<file path="src/rtl/phy_prbs_link_test_ctrl_if.sv">
// Control, status and PHY-facing signals of the PRBS31 link self-test sequencer.
// master = the sequencer, slave = the test host / PHY side.
interface phy_prbs_link_test_ctrl_if #(
    parameter int CNT_WIDTH = 32
);
    logic                 start;
    logic                 abort;
    logic                 rx_block_lock;
    logic                 rx_high_ber;
    logic [6:0]           rx_error_count;
    logic                 phy_rst;
    logic                 cfg_tx_prbs31_enable;
    logic                 cfg_rx_prbs31_enable;
    logic                 busy;
    logic                 done;
    logic                 pass;
    logic                 lock_timeout;
    logic                 high_ber_seen;
    logic [CNT_WIDTH-1:0] err_total;
    logic [CNT_WIDTH-1:0] block_total;

    modport master (
        input  start, abort, rx_block_lock, rx_high_ber, rx_error_count,
        output phy_rst, cfg_tx_prbs31_enable, cfg_rx_prbs31_enable, busy, done, pass,
               lock_timeout, high_ber_seen, err_total, block_total
    );

    modport slave (
        output start, abort, rx_block_lock, rx_high_ber, rx_error_count,
        input  phy_rst, cfg_tx_prbs31_enable, cfg_rx_prbs31_enable, busy, done, pass,
               lock_timeout, high_ber_seen, err_total, block_total
    );
endinterface

</file>
<file path="src/rtl/phy_prbs_link_test_ctrl.sv">
// PRBS31 link self-test sequencer for one eth_phy_10g: PHY reset, lock wait, settle, error count.
// Optional macro PHY_LINK_TEST_LOCK_MON_EN fails the test on any lock loss during SETTLE or RUN.
module phy_prbs_link_test_ctrl #(
    parameter int RST_CYCLES    = 16,
    parameter int LOCK_TIMEOUT  = 4096,
    parameter int SETTLE_CYCLES = 64,
    parameter int TEST_BLOCKS   = 100000,
    parameter int ERR_THRESH    = 0,
    parameter int CNT_WIDTH     = 32
) (
    input  logic                      clk,
    input  logic                      rst_n,
    phy_prbs_link_test_ctrl_if.master link
);
    typedef enum logic [2:0] {
        IDLE,
        RESET,
        WAIT_LOCK,
        SETTLE,
        RUN,
        DONE_PASS,
        DONE_FAIL
    } state_t;

    localparam logic [31:0] RST_LAST    = 32'(RST_CYCLES - 1);
    localparam logic [31:0] LOCK_LAST   = 32'(LOCK_TIMEOUT - 1);
    localparam logic [31:0] SETTLE_LAST = (SETTLE_CYCLES > 0) ? 32'(SETTLE_CYCLES - 1) : 32'd0;
    localparam logic [CNT_WIDTH-1:0] BLOCKS_END = CNT_WIDTH'(TEST_BLOCKS);
    localparam logic [CNT_WIDTH-1:0] THRESH     = CNT_WIDTH'(ERR_THRESH);

    state_t               state_q, state_d;
    logic [31:0]          timer_q, timer_d;
    logic [CNT_WIDTH-1:0] err_q, err_d, blk_q, blk_d;
    logic                 lto_q, lto_d, hb_q, hb_d;
    logic                 phy_rst_q, active_q, done_q, pass_q;
    logic [CNT_WIDTH:0]   err_sum;
    logic [CNT_WIDTH-1:0] err_sat, blk_inc;
    logic                 hb_run, lock_lost;

`ifdef PHY_LINK_TEST_LOCK_MON_EN
    assign lock_lost = !link.rx_block_lock;
`else
    assign lock_lost = 1'b0;
`endif

    // Next state and counter updates; abort overrides every other transition.
    always_comb begin
        state_d = state_q;
        timer_d = timer_q;
        err_d   = err_q;
        blk_d   = blk_q;
        lto_d   = lto_q;
        hb_d    = hb_q;
        err_sum = {1'b0, err_q} + (CNT_WIDTH + 1)'(link.rx_error_count);
        err_sat = err_sum[CNT_WIDTH] ? '1 : err_sum[CNT_WIDTH-1:0];
        blk_inc = blk_q + 1'b1;
        hb_run  = hb_q | link.rx_high_ber;
        if (link.abort) begin
            state_d = IDLE;
        end else begin
            case (state_q)
                IDLE, DONE_PASS, DONE_FAIL: begin
                    if (link.start) begin
                        state_d = RESET;
                        timer_d = '0;
                        err_d   = '0;
                        blk_d   = '0;
                        lto_d   = 1'b0;
                        hb_d    = 1'b0;
                    end
                end
                RESET: begin
                    if (timer_q == RST_LAST) begin
                        state_d = WAIT_LOCK;
                        timer_d = '0;
                    end else begin
                        timer_d = timer_q + 1'b1;
                    end
                end
                WAIT_LOCK: begin
                    if (link.rx_block_lock) begin
                        state_d = (SETTLE_CYCLES == 0) ? RUN : SETTLE;
                        timer_d = '0;
                    end else if (timer_q == LOCK_LAST) begin
                        state_d = DONE_FAIL;
                        lto_d   = 1'b1;
                    end else begin
                        timer_d = timer_q + 1'b1;
                    end
                end
                SETTLE: begin
                    if (lock_lost) begin
                        state_d = DONE_FAIL;
                    end else if (timer_q == SETTLE_LAST) begin
                        state_d = RUN;
                        timer_d = '0;
                    end else begin
                        timer_d = timer_q + 1'b1;
                    end
                end
                RUN: begin
                    if (lock_lost) begin
                        state_d = DONE_FAIL;
                    end else begin
                        err_d = err_sat;
                        blk_d = blk_inc;
                        hb_d  = hb_run;
                        // The final block's errors and BER flag take part in the verdict.
                        if (blk_inc == BLOCKS_END) begin
                            state_d = (err_sat <= THRESH && !hb_run) ? DONE_PASS : DONE_FAIL;
                        end
                    end
                end
                default: state_d = IDLE;
            endcase
        end
    end

    // Outputs are decoded from the next state so they change together with it.
    always_ff @(posedge clk or negedge rst_n) begin
        if (!rst_n) begin
            state_q   <= IDLE;
            timer_q   <= '0;
            err_q     <= '0;
            blk_q     <= '0;
            lto_q     <= 1'b0;
            hb_q      <= 1'b0;
            phy_rst_q <= 1'b0;
            active_q  <= 1'b0;
            done_q    <= 1'b0;
            pass_q    <= 1'b0;
        end else begin
            state_q   <= state_d;
            timer_q   <= timer_d;
            err_q     <= err_d;
            blk_q     <= blk_d;
            lto_q     <= lto_d;
            hb_q      <= hb_d;
            phy_rst_q <= (state_d == RESET);
            active_q  <= (state_d inside {RESET, WAIT_LOCK, SETTLE, RUN});
            done_q    <= (state_d inside {DONE_PASS, DONE_FAIL});
            pass_q    <= (state_d == DONE_PASS);
        end
    end

    assign link.phy_rst              = phy_rst_q;
    assign link.cfg_tx_prbs31_enable = active_q;
    assign link.cfg_rx_prbs31_enable = active_q;
    assign link.busy                 = active_q;
    assign link.done                 = done_q;
    assign link.pass                 = pass_q;
    assign link.lock_timeout         = lto_q;
    assign link.high_ber_seen        = hb_q;
    assign link.err_total            = err_q;
    assign link.block_total          = blk_q;
endmodule

</file>
<file path="src/flat_wrapper.sv">
// flat-port wrapper written by rule: the top's interface ports become plain ports
module phy_prbs_link_test_ctrl_flat 
#(
    parameter int RST_CYCLES    = 16,
    parameter int LOCK_TIMEOUT  = 4096,
    parameter int SETTLE_CYCLES = 64,
    parameter int TEST_BLOCKS   = 100000,
    parameter int ERR_THRESH    = 0,
    parameter int CNT_WIDTH     = 32
)
  (clk, rst_n, link_start, link_abort, link_rx_block_lock, link_rx_high_ber, link_rx_error_count, link_phy_rst, link_cfg_tx_prbs31_enable, link_cfg_rx_prbs31_enable, link_busy, link_done, link_pass, link_lock_timeout, link_high_ber_seen, link_err_total, link_block_total);
  phy_prbs_link_test_ctrl_if #(.CNT_WIDTH(CNT_WIDTH)) link_i ();
  input  logic clk;
  input  logic rst_n;
  input wire logic [$bits(link_i.start)-1:0] link_start;
  input wire logic [$bits(link_i.abort)-1:0] link_abort;
  input wire logic [$bits(link_i.rx_block_lock)-1:0] link_rx_block_lock;
  input wire logic [$bits(link_i.rx_high_ber)-1:0] link_rx_high_ber;
  input wire logic [$bits(link_i.rx_error_count)-1:0] link_rx_error_count;
  output wire logic [$bits(link_i.phy_rst)-1:0] link_phy_rst;
  output wire logic [$bits(link_i.cfg_tx_prbs31_enable)-1:0] link_cfg_tx_prbs31_enable;
  output wire logic [$bits(link_i.cfg_rx_prbs31_enable)-1:0] link_cfg_rx_prbs31_enable;
  output wire logic [$bits(link_i.busy)-1:0] link_busy;
  output wire logic [$bits(link_i.done)-1:0] link_done;
  output wire logic [$bits(link_i.pass)-1:0] link_pass;
  output wire logic [$bits(link_i.lock_timeout)-1:0] link_lock_timeout;
  output wire logic [$bits(link_i.high_ber_seen)-1:0] link_high_ber_seen;
  output wire logic [$bits(link_i.err_total)-1:0] link_err_total;
  output wire logic [$bits(link_i.block_total)-1:0] link_block_total;
  assign link_i.start = link_start;
  assign link_i.abort = link_abort;
  assign link_i.rx_block_lock = link_rx_block_lock;
  assign link_i.rx_high_ber = link_rx_high_ber;
  assign link_i.rx_error_count = link_rx_error_count;
  assign link_phy_rst = link_i.phy_rst;
  assign link_cfg_tx_prbs31_enable = link_i.cfg_tx_prbs31_enable;
  assign link_cfg_rx_prbs31_enable = link_i.cfg_rx_prbs31_enable;
  assign link_busy = link_i.busy;
  assign link_done = link_i.done;
  assign link_pass = link_i.pass;
  assign link_lock_timeout = link_i.lock_timeout;
  assign link_high_ber_seen = link_i.high_ber_seen;
  assign link_err_total = link_i.err_total;
  assign link_block_total = link_i.block_total;
  phy_prbs_link_test_ctrl #(.RST_CYCLES(RST_CYCLES), .LOCK_TIMEOUT(LOCK_TIMEOUT), .SETTLE_CYCLES(SETTLE_CYCLES), .TEST_BLOCKS(TEST_BLOCKS), .ERR_THRESH(ERR_THRESH), .CNT_WIDTH(CNT_WIDTH)) u_core (.clk(clk), .rst_n(rst_n), .link(link_i));
endmodule
</file>
<file path="config.mk">
export PLATFORM = sky130hd
export DESIGN_NAME = phy_prbs_link_test_ctrl_flat
export DESIGN_NICKNAME = d
export VERILOG_FILES = /design/src/rtl/phy_prbs_link_test_ctrl_if.sv /design/src/rtl/phy_prbs_link_test_ctrl.sv /design/src/flat_wrapper.sv
export SDC_FILE = /design/constraint.sdc
export NUM_CORES = 1
export LEC_CHECK = 0
export BUFFER_PORTS_ARGS = -buffer_cell sky130_fd_sc_hd__buf_2
export CAP_MARGIN = 20
export CORE_ASPECT_RATIO = 1.4
export CORE_UTILIZATION = 40
export DETAILED_ROUTE_END_ITERATION = 16
export PLACE_DENSITY = 0.56
export SKIP_LAST_GASP = 1
export SYNTH_ARGS = -nofsm -noshare
export SYNTH_HDL_FRONTEND = slang
export SYNTH_SLANG_ARGS = --single-unit
export TNS_END_PERCENT = 100
</file>
<file path="constraint.sdc">
create_clock -name clk -period 5.8 [get_ports clk]
set_input_delay 0.58 -clock clk [delete_from_list [all_inputs] [get_ports clk]]
set_output_delay 0.58 -clock clk [all_outputs]
set_load 0.02 [all_outputs]
</file>
### After elaboration in Yosys (flattened, before gate mapping)

Index checks and enable logic that the tools add are counted.

* add/sub/neg operators: 3
* multipliers: 0
* div/mod/pow operators: 0
* $lt $le $gt $ge: 1
* eq/ne operators: 20
* shift operators: 0
* multiplexer cells: 23
* bitwise gates (word level): 2
* reduce and logical (&&, ||, !) cells: 12

Operator list (count)
* $mux W32: 6
* $pmux W32 S2: 2
* $pmux W32 S4: 1
* $add A32 B1 Y32 const B: 2
* $add A32 B7 Y33: 1
* $eq A32 B12 Y1 const B: 1
* $eq A32 B17 Y1 const B: 1
* $eq A32 B4 Y1 const B: 1
* $eq A32 B6 Y1 const B: 1
* $le A32 B1 Y1 const B: 1
* $mux W3: 7
* $eq A3 B3 Y1 const B: 6
* $pmux W3 S5: 1
* $eq A3 B2 Y1 const B: 4
* $reduce_bool A4 Y1: 2
* $eq A3 B1 Y1 const B: 2
* $reduce_bool A2 Y1: 3
* $reduce_and A5 Y1: 1
* $ne A2 B2 Y1 const B: 2
* $pmux W1 S2: 2
* $reduce_and A4 Y1: 1
* $logic_not A3 Y1: 1
* $mux W1: 3
* $ne A3 B3 Y1 const B: 1
* other kinds (8): 8

* register bits: 105
* bits in latches: 0
* RAM bits: 0
* bits in read-only memories: 0
* output and inout port bits: 72
* memories: 0

### Depth between registers and ports, before layout

Gate-level depths: netlist (run 1).

* depth after elaboration: 10
* gate-level depth with buffers: 11
* depth with buffers taken out: 10

### Least setup slack after synthesis (run 1)

No wires, ideal clock.

* path kind: input port to flip-flop
* start point: input port link_rx_error_count[0]
* end point: register u_core.state_q[0]
* library setup time: 95 ps
* arrival: 3018 ps
* data required time: 5705 ps
* path slack: 2687 ps
* stages: 11
* path buffers: 1
* path through: ha_1 > fa_1 > a211oi_1 > o211a_1 > clkbuf_1 > nor3_1 > a211oi_1 > a41oi_1 > nor4_1 > nand3_1 > o31ai_1

* word-level cells in the longest chain between the ends: 8

Ends and longest elaborated chain
* start, declared: RTL line flat_wrapper.sv:19 `input wire logic [$bits(link_i.rx_error_count)-1:0] link_rx_error_count;`
* $add A32 B7 Y33: RTL line phy_prbs_link_test_ctrl.sv:54 `err_sum = {1'b0, err_q} + (CNT_WIDTH + 1)'(link.rx_error_count);`
* $mux W32: RTL line phy_prbs_link_test_ctrl.sv:55 `err_sat = err_sum[CNT_WIDTH] ? '1 : err_sum[CNT_WIDTH-1:0];`
* $le A32 B1 Y1: RTL line phy_prbs_link_test_ctrl.sv:110 `state_d = (err_sat <= THRESH && !hb_run) ? DONE_PASS : DONE_FAIL;`
* $logic_and A1 B1 Y1: RTL line phy_prbs_link_test_ctrl.sv:110
* $mux W2: RTL line phy_prbs_link_test_ctrl.sv:110
* $mux W3: RTL line phy_prbs_link_test_ctrl.sv:109 `if (blk_inc == BLOCKS_END) begin`
* $pmux W3 S5: RTL line phy_prbs_link_test_ctrl.sv:61 `case (state_q)`
* $mux W3: RTL line phy_prbs_link_test_ctrl.sv:58 `if (link.abort) begin`
* net u_core.state_d[0]: RTL line phy_prbs_link_test_ctrl.sv:31 `state_t state_q, state_d;`
* end signal, assigned: RTL line phy_prbs_link_test_ctrl.sv:133 `state_q <= state_d;`
* end, declared: RTL line phy_prbs_link_test_ctrl.sv:31

The timed path passes the listed nets, and every way through them passes these cells.
A chain may end at the register's enable or synchronous reset.

### Worst setup path after layout (run 1)

* start point: register u_core.err_q[0] (netlist: u_core.link.err_total[0])
* end point: register u_core.state_q[0]

* word-level cells in the longest chain between the ends: 8

Ends and longest elaborated chain
* start, declared: RTL line phy_prbs_link_test_ctrl.sv:33 `logic [CNT_WIDTH-1:0] err_q, err_d, blk_q, blk_d;`
* start signal, assigned: RTL line phy_prbs_link_test_ctrl.sv:135 `err_q <= err_d;`
* $add A32 B7 Y33: RTL line phy_prbs_link_test_ctrl.sv:54
* $mux W32: RTL line phy_prbs_link_test_ctrl.sv:55
* $le A32 B1 Y1: RTL line phy_prbs_link_test_ctrl.sv:110
* $logic_and A1 B1 Y1: RTL line phy_prbs_link_test_ctrl.sv:110
* $mux W2: RTL line phy_prbs_link_test_ctrl.sv:110
* $mux W3: RTL line phy_prbs_link_test_ctrl.sv:109
* $pmux W3 S5: RTL line phy_prbs_link_test_ctrl.sv:61
* $mux W3: RTL line phy_prbs_link_test_ctrl.sv:58
* net u_core.state_d[0]: RTL line phy_prbs_link_test_ctrl.sv:31

The timed path passes the listed nets, and every way through them passes these cells.

==> flow_summary.ini, run 1 <==
[floorplanning]
die_w_um = 116.7
fp.dieH_um = 162.6
start_util_pct = 40.97
die-area_sq_um = 18990
core_sq_um = 18000
rows = 58
ioPinCount = 85

[synth]
synth_most_common_cell = o21ai_0
yosys-top-cells-area = dfrtp_1 36%, o21ai_0 8.5%, nand2_1 5.6%
synth_flop_cell = dfrtp_1
yosys_warnings = 0
ys_async_sr_fraction_pct = 100.0
synth_area_leader_cell = dfrtp_1
synth_cell_type_count = 75
synth-seq-cells = 105
synth_top_area_share_pct = 35.64
synth_nets = 948
synth_edf_count = 0
ys_seq_area_share_pct = 35.64
synth.cell_area_sq_um = 7373
synthTopCellsByCount = 125 x o21ai_0, 110 x nand2_1, 105 x dfrtp_1, 100 x nor2_1, 46 x a21oi_1
syn-instance-count = 924
avgSynthCellArea_sq_um = 7.980

[sta]
whs_ps = 224.4
maxSlewViolCount = 0
skew_ps = 10.94
setup_viol = 0
maxSlewHeadroom_pct = 48.35
finalCritPeriodShare_pct = 61.11
tns_ps = 0
rsz0062_at_grt = no
hold_viol = 0
min_period_ps = 3544
max_freq_mhz = 282.1
worst_pin_slew_ps = 774.7

[layout]
seq_area_sq_um = 2628
diodes = 0
drive_above_1_share_pct = 14.45
finish.net_count = 995
instances_no_fill = 1216
syn_to_final_growth_pct = 10.81
fill_cells = 1891
multiInputGateArea_sq_um = 4382

[worst_hold_path]
worstHoldPathType = in2async

[pwr]
p_sw_uw = 373.7
vdd_ir_drop_max_v = 0.0001656
power_leakage_nw = 3.600
power_mw = 1.441
intPower_mw = 1.068
p_seq_share_pct = 51.7
powerDensity_nw_per_um2 = 176.4
power.share.combinational_pct = 6.4
p_sw_share_pct = 25.92
pwr-share-clk_pct = 41.9

[cts]
ctsLongestPathBuffers = 2
clk_pin_slew_ps = 80
cts_resized = 0
cts_setup_buffers = 0
ctsRootBufferMaster = clkbuf_16
numCtsBuffers = 9
clock_sinks = 105
htreeDepth = 3
hold_buffers = 0
clk_latency_ps = 360
cts_tree = done

[global_route]
grt_pass1_vias = 6642
grt_pass1_wl_um = 34330
grt_max_degree = 60
antenna_found_initial = 0
grt-ovfl-total = 0
track_usage_pct = 22.89

[placed_design]
place_inst = 1200
globalplace.congestion = 0.8758
io_buffers = 84
dp_hpwl_um = 14740

[routing]
vias = 7070
wl_met2_um = 10140
via_per_inst = 5.814
maxUsedRoutingLayer = met4
met1Wirelength_um = 9438
wl_met3_um = 761
drtAntennaViolNets = 0
drt_iter0_drc = 326
drc = 0
routed_wl_um = 20780
wire_per_inst_um = 17.09
drtPass1Iterations = 5

[critical_path]
worst-setup-path-type = reg2reg
cp.arrival_ps = 3810
crit_fanout = 12
setup.worst_path.end_class = register
worst_setup_path_start_kind = register
cp.required_ps = 6060
rrSetupSlack_ps = 2260

[status]
status = finished clean

[run]
drv_cap = 0
[cells in the final DEF (no fill, tap or decap), types with 4 or more instances in the layout]
master | netlist | layout
and2_1 | 17 | 17
buf_2 | 7 | 83
o211ai_1 | 5 | 5
or4_1 | 9 | 9
o211a_1 | 5 | 5
and4_1 | 7 | 7
buf_4 | 5 | 8
ha_1 | 10 | 10
and3_1 | 16 | 16
clkbuf_16 | 0 | 9
nand3_1 | 41 | 41
nor4_1 | 19 | 18
o31ai_1 | 16 | 16
nor3_1 | 22 | 22
nand4_1 | 28 | 28
o41ai_1 | 5 | 5
nor4_2 | 3 | 4
xnor2_1 | 21 | 21
inv_1 | 23 | 23
nand2_1 | 110 | 110
nor2_1 | 100 | 99
o21ai_1 | 6 | 6
o21ai_0 | 125 | 125
or2_2 | 4 | 4
o21a_1 | 5 | 5
a31oi_1 | 13 | 13
a21oi_1 | 46 | 46
nor4_4 | 4 | 4
o22ai_1 | 6 | 6
dfrtp_1 | 105 | 105
xor2_1 | 17 | 17
mux2i_1 | 6 | 6
a211oi_1 | 5 | 5
nor2b_1 | 7 | 7
[area by class of cell]
type                       instances  share of cell area, %
tap                              240                  3.675
clock buffer                      10                  2.925
inverter                          24                  1.271
timing repair buffer              91                  5.819
clock inverter                     6                 0.5207
multi-input combinational        740                  53.63
sequential                       105                  32.16
[through the flow]
step / util (%) / cell area (sq um) / worst slack (ps)
CTS: 45.40 / 8170 / 2247
global route: 45.40 / 8170 / 2025
floorplan: - / 7373 / 2687
detailed placement: 43.83 / 7889 / 1991
global placement: 43.83 / 7889 / 2067
finish: 45.40 / 8170 / 2256
[worst max-delay path, cell delays in order (launching register included)]
cell and delay (ps):
dfrtp_1 390, ha_1 250, fa_1 430, a211oi_1 310, o211a_1 430, nor2_1 130, xor2_1 170, or4_1 560
nor4_1 320, nand3_1 200, o31ai_1 250
[flip-flops by register name, indices dropped and copies added, names as in the netlist, 3 cells and up]
signal	count
u_core.timer_q	32
u_core.state_q	3
u_core.link.block_total	32
u_core.link.err_total	32
[power by group through the flow]
stage / clock (mW) / sequential, mW / combinational [mW]
after detailed placement: 0 / 0.760 / 0.0944
after global routing: 0.650 / 0.746 / 0.105
after CTS: 0.630 / 0.745 / 0.0947
after floorplan: 0 / 0.757 / 0.0569
after global placement: 0 / 0.760 / 0.0941
final: 0.604 / 0.745 / 0.0920
[logic make-up (layout without fill, tap and decap cells)]
group | after synthesis | after routing | share of synthesized area, %
simple gates | 414 | 414 | 29.63
buf+inv | 79 | 131 | 5.278
fa+ha+maj | 11 | 11 | 1.968
mux | 7 | 7 | 0.9673
xor+xnor | 38 | 38 | 4.514
flops | 105 | 105 | 35.64
compound gates | 270 | 270 | 22.01
[metal layers]
metal  vias to the layer above  track usage (%)
li1                       3461                -
met1                      3414            30.11
met2                       167            38.08
met3                        28            2.382
met4                         0            9.264
met5                         -                0
[path summary, 6_finish.rpt]
check / to / cells past startpoint / startpoint
worst max register to register: u_core.state_q[0] / 10 / u_core.link.err_total[0]
worst min-delay path: u_core.timer_q[29] / 1 / rst_n
max in group asynchronous: u_core.link.block_total[19] / 2 / rst_n
worst max-delay path: u_core.state_q[0] / 10 / u_core.link.err_total[0]
min in group clk: u_core.link.err_total[2] / 2 / u_core.link.err_total[2]
worst min register to register: u_core.link.err_total[2] / 2 / u_core.link.err_total[2]
Note: power is estimated with default switching activity, not from simulation.
==> run 2: changes to the inputs <==
--- a/config.mk
+++ b/config.mk
@@ -5,6 +5,7 @@
 export SDC_FILE = /design/constraint.sdc
 export NUM_CORES = 1
 export LEC_CHECK = 0
+export ABC_AREA = 1
 export BUFFER_PORTS_ARGS = -buffer_cell sky130_fd_sc_hd__buf_2
 export CAP_MARGIN = 20
 export CORE_ASPECT_RATIO = 1.4
==> constraint.sdc (replaced) <==
create_clock -name clk -period 3.3 [get_ports clk]
set_input_delay 0.33 -clock clk [delete_from_list [all_inputs] [get_ports clk]]
set_output_delay 0.33 -clock clk [all_outputs]
set_load 0.02 [all_outputs]
==> run 2 against run 1 <==
Net effect: routed wire length rose by 12%; flip-flop and latch count did not move; highest routed layer unchanged; hold slack got worse by 170 ps.
==> flow_summary.ini, run 2 <==
[status]
status = finished clean

[sta]
setup_ws_ps = 321.0
skew_ps = 7.448
rsz0062_at_grt = no
min_period_ps = 2979
max_freq_mhz = 335.7
hold_viol = 0
tns_ps = 0
finalCritPeriodShare_pct = 90.27
worst_pin_slew_ps = 799.7
whs_ps = 54.98
maxSlewViolCount = 0
setup_viol = 0
maxSlewHeadroom_pct = 46.68

[synth]
synth.cell_area_sq_um = 7263
ys_seq_area_share_pct = 36.18
synth_edf_count = 0
synth_most_common_cell = nand2_1
synth_cell_type_count = 43
avgSynthCellArea_sq_um = 6.526
synth-seq-cells = 105
synth_area_leader_cell = dfrtp_1
synth_flop_cell = dfrtp_1
synthTopCellsByCount = 300 x nand2_1, 151 x inv_1, 142 x nor2_1, 134 x nand3_1, 105 x dfrtp_1
syn-instance-count = 1113
synth_nets = 1137
yosys-top-cells-area = dfrtp_1 36%, nand2_1 16%, nand3_1 9.2%
yosys_warnings = 0
ys_async_sr_fraction_pct = 100.0
synth_top_area_share_pct = 36.18

[global_route]
grt_pass1_vias = 7405
antenna_found_initial = 0
grt_max_degree = 58
grt_pass1_wl_um = 37450
grt-ovfl-total = 0
track_usage_pct = 25.84

[critical_path]
rrSetupSlack_ps = 320
cp.arrival_ps = 3290
crit_path_start = u_core.link.block_total[3]
crit_fanout = 6
worst-setup-path-type = reg2reg
setup.worst_path.end_class = register
r2r_end = u_core.link.done
worstReg2RegStart = u_core.link.block_total[3]
crit_end = u_core.link.done
worst_r2r_path_depth = 14
worst_setup_path_start_kind = register
cp.required_ps = 3610

[pwr]
p_sw_share_pct = 27.08
p_seq_share_pct = 50.3
power_leakage_nw = 3.974
power_mw = 2.631
pwr-share-clk_pct = 41.7
powerDensity_nw_per_um2 = 312.9
power.share.combinational_pct = 8.0
p_sw_uw = 712.4
vdd_ir_drop_max_v = 0.0001796
intPower_mw = 1.918

[cts]
clk_pin_slew_ps = 80
clk_latency_ps = 370
numCtsBuffers = 9
hold_buffers = 0
clock_sinks = 105
ctsRootBufferMaster = clkbuf_16
htreeDepth = 3
cts_tree = done
ctsLongestPathBuffers = 2

[layout]
finish.net_count = 1233
syn_to_final_growth_pct = 15.76
drive_above_1_share_pct = 13.59
diodes = 0
finalInstanceArea_sq_um = 8408
layout_common_cells = 299 x nand2_1, 151 x inv_1, 140 x nor2_1
final_common_cell = nand2_1
fill_cells = 1928

[routing]
drtPass1Iterations = 7
wire_per_inst_um = 16.06
via_per_inst = 5.263
drtAntennaViolNets = 0
vias = 7631
drc = 0
drt_iter0_drc = 447
routed_wl_um = 23280

[floorplanning]
rows = 57
die-area_sq_um = 18710
ioPinCount = 85
die_w_um = 115.9
fp.dieH_um = 161.4
start_util_pct = 41.40
core_sq_um = 17540

[run]
drv_cap = 0

[placed_design]
place_area_sq_um = 8059
globalplace.congestion = 0.9124
dp_hpwl_um = 17550
dp_slack_ps = 55.00
io_buffers = 84

[worst_hold_path]
worstHoldPathType = in2async
==> run 2: cell count changes after synthesis, sizes merged, moves of 18 or more <==
cell	delta
o21ai	-83
nand2	+192
o22ai	+22
nand3	+94
inv	+146
nor4	-21
xnor2	-18
nor2	+49
and3	-18
clkbuf	-25
a21oi	-21
==> run 2: worst min-delay path by stage <==
stage	endpoint	slack (ps)	depth (start not counted)
after floorplan	u_core.link.block_total[0]	30	0
after global placement	u_core.link.err_total[4]	460	1
after CTS	u_core.link.err_total[4]	80	1
after detailed placement	u_core.link.err_total[4]	470	1
after global routing	u_core.link.err_total[4]	110	1
final	u_core.link.err_total[4]	50	1
==> run 2: power groups by stage <==
stage / sequential (mW) / combinational (mW) / clock, mW
5_1_grt: 1.33 / 0.236 / 1.16
3_5_place_dp: 1.35 / 0.214 / 0
2_1_floorplan: 1.35 / 0.124 / 0
3_3_place_gp: 1.35 / 0.213 / 0
4_1_cts: 1.32 / 0.214 / 1.12
6_report: 1.32 / 0.211 / 1.10
==> run 2: per-stage QoR <==
step                      util (%)  std cells
after floorplan                  -       1113
after global placement       45.93       1432
after detailed placement     45.93       1432
after CTS                    47.60       1448
after global routing         47.92       1450
final                        47.92       1450
==> run 2: area by class of cell <==
cell class              instances  area, sq um  area share (%)
well taps                     236        295.3           3.512
flip-flops and latches        105         2628           31.25
clock buffers                  11        252.7           3.006
inverters                     170        638.1           7.589
multi-input cells             817         3955           47.04
repair buffers                106        600.6           7.143
clock inverters                 5        38.79          0.4613
==> run 2: critical path, cell delays in order, from the launching register on <==
cell and delay, ps:
dfrtp_1 470, nand2_1 100, nor2_1 310, nand3_1 210, nor2_1 280, nand3_1 110
nand2_1 110, nand3_1 100, nor2_1 220, nand4_1 100, nor2_1 330, nand3_1 160
a21oi_1 250, nand3_1 100, nand2_1 80
==> run 2: layer usage <==
layer  GRT usage (%)  vias up  routed length [um]
met1           30.90     3600                9543
met2           45.48      176               11960
met5               0        -                   0
met4           13.40        0                1022
met3           2.139       53                 752
li1                -     3802                   -
==> run 2: cell families (layout without fill, tap and decap cells) <==
| kind of cell | count (synthesis) | count (layout) | synth area share (%) |
|---|---|---|---|
| AOI/OAI and AO/OA | 116 | 116 | 9.078 |
| xor gates and xnor gates | 22 | 22 | 2.653 |
| adders and majority gates | 11 | 11 | 1.998 |
| buffers and inverters | 192 | 292 | 10.13 |
| DFF | 105 | 105 | 36.18 |
| and+or+nand+nor | 667 | 668 | 39.97 |
==> run 2: what timing repair did <==
action,CTS,global route
gates resized for setup,0,10
setup endpoints to repair,0,6
buffers inserted,0,1
==> run 3: changes to the inputs <==
--- a/config.mk
+++ b/config.mk
@@ -12,6 +12,7 @@
 export CORE_UTILIZATION = 40
 export DETAILED_ROUTE_END_ITERATION = 16
 export PLACE_DENSITY = 0.56
+export RECOVER_POWER = 50
 export SKIP_LAST_GASP = 1
 export SYNTH_ARGS = -nofsm -noshare
 export SYNTH_HDL_FRONTEND = slang
==> run 3 against run 2 <==
Net effect: the flow now finishes with violations (max-capacitance violations, max-slew violations); core utilization decreased by 0.35 points; routed wire length decreased by 0.24%; maximum frequency increased by 0.55%; sequential power about the same; via count decreased by 0.29%; hold slack improved by 130 ps; largest cell class unchanged; largest power group unchanged.
==> flow_summary.ini, run 3 (synthesized netlist as in run 2, its figures left out) <==
[pwr]
vdd_ir_drop_max_v = 0.0001783
powerDensity_nw_per_um2 = 314.2
power_leakage_nw = 3.817
intPower_mw = 1.914
power_mw = 2.622
p_sw_share_pct = 26.99
p_seq_share_pct = 50.4
pwr-share-clk_pct = 41.7
power.share.combinational_pct = 7.9
p_sw_uw = 707.8

[run]
drv_cap = 1

[floorplanning]
die-area_sq_um = 18710
fp.dieH_um = 161.4
die_w_um = 115.9
rows = 57
start_util_pct = 41.40
core_sq_um = 17540
ioPinCount = 85

[critical_path]
cpMaxStageDelayCell = dfrtp_1
worst_r2r_path_depth = 14
worstReg2RegStart = u_core.link.block_total[2]
worstPathCellList = nand2_1 -> nor2_2 -> nand3_1 -> nor2_1 -> nand3_1 -> nand2_1 -> nand3_1 -> nor2_1 -> nand4_1 -> nor2_1 -> nand3_1 -> a21oi_1 -> nand3_1 -> nand2_1
cp.required_ps = 3610
rrSetupSlack_ps = 340
crit_fanout = 8
worst-setup-path-type = reg2reg
crit_top_cell = nand3_1
slowest_delay_ps = 510
r2r_end = u_core.link.done
worst_setup_path_start_kind = register
cp.arrival_ps = 3270
setup.worst_path.end_class = register

[placed_design]
io_buffers = 84
place_inst = 1432
place_area_sq_um = 8059
dp_hpwl_um = 17550
globalplace.congestion = 0.9124

[cts]
cts_tree = done
ctsLongestPathBuffers = 2
clk_latency_ps = 360
clk_pin_slew_ps = 80
numCtsBuffers = 9
clock_sinks = 105
htreeDepth = 3
ctsRootBufferMaster = clkbuf_16
hold_buffers = 0

[routing]
via_per_inst = 5.248
drc = 0
drtPass1Iterations = 7
routed_wl_um = 23230
drt_iter0_drc = 434
vias = 7609
drtAntennaViolNets = 0
wire_per_inst_um = 16.02

[sta]
setup_viol = 0
skew_ps = 7.335
hold_viol = 0
finalCritPeriodShare_pct = 89.78
worst_pin_slew_ps = 1531
rsz0062_at_grt = no
maxSlewHeadroom_pct = -2.072
max_freq_mhz = 337.5
tns_ps = 0
min_period_ps = 2963
whs_ps = 181.2
maxSlewViolCount = 58

[layout]
final_common_cell = nand2_1
drive_above_1_share_pct = 10.71
finalInstanceArea_sq_um = 8347
layout_common_cells = 299 x nand2_1, 151 x inv_1, 140 x nor2_1
fill_cells = 1944
syn_to_final_growth_pct = 14.92
diodes = 0
instances_no_fill = 1450
finish.net_count = 1233

[global_route]
grt_pass1_wl_um = 37450
grt_max_degree = 58
grt_pass1_vias = 7405
track_usage_pct = 25.84
grt-ovfl-total = 0
antenna_found_initial = 0

[worst_hold_path]
hp-start = link_abort
hold_depth = 2
whs_endpoint = u_core.state_q[1]
worstHoldPathType = in2reg

[status]
failed_checks = max-capacitance violations, max-slew violations
status = complete, but fails checks
==> run 3: per-stage QoR <==
stage	utilization, %	setup slack (ps)
2_1_floorplan	-	438.0
3_3_place_gp	45.93	126.5
3_5_place_dp	45.93	55.00
4_1_cts	47.60	64.49
5_1_grt	47.58	0.8482
6_report	47.58	337.2
==> run 3: power by group through the flow <==
stage	Combinational [mW]	Sequential, mW	Clock (mW)
3_5_place_dp	0.214	1.35	0
2_1_floorplan	0.124	1.35	0
6_report	0.206	1.32	1.09
3_3_place_gp	0.213	1.35	0
5_1_grt	0.232	1.33	1.16
4_1_cts	0.214	1.32	1.12
==> run 3: worst max path at each step <==
stage / from / end / slack, ps / cells after the start
global route: u_core.link.block_total[6] / u_core.link.done / 0.8 / 14
CTS: u_core.link.err_total[0] / u_core.link.phy_rst / 60 / 19
finish: u_core.link.block_total[2] / u_core.link.done / 340 / 14
floorplan: u_core.link.err_total[0] / u_core.link.busy / 440 / 19
global placement: link_rx_error_count[0] / u_core.link.busy / 130 / 19
detailed placement: link_rx_error_count[0] / u_core.link.phy_rst / 50 / 20
==> run 3: layout make-up <==
type / count / area, sq um / share of cell area, %
repair buffers: 106 / 539.3 / 6.461
clock inverters: 5 / 38.79 / 0.4647
inverters: 170 / 638.1 / 7.645
flip-flops and latches: 105 / 2628 / 31.48
well taps: 236 / 295.3 / 3.538
multi-input cells: 817 / 3955 / 47.38
clock buffers: 11 / 252.7 / 3.028
==> run 3: what timing repair did <==
| item | 4_1_cts | 5_1_grt |
|---|---|---|
| setup buffers | 0 | 1 |
| setup endpoints to repair | 0 | 6 |
| gates resized for setup | 0 | 10 |
==> run 3: worst max-delay path: cells and delay by family, from the launching register on <==
kind            cells  cell delay [ps]
flops               1              510
compound gates      1              260
simple gates       13             2150
==> run 3: routing by layer <==
metal / vias to the layer above / routed length (um) / GRT usage (%)
li1: 3805 / - / -
met1: 3588 / 9475 / 30.90
met2: 166 / 11970 / 45.48
met3: 50 / 780 / 2.139
met4: 0 / 1004 / 13.40
met5: - / 0 / 0
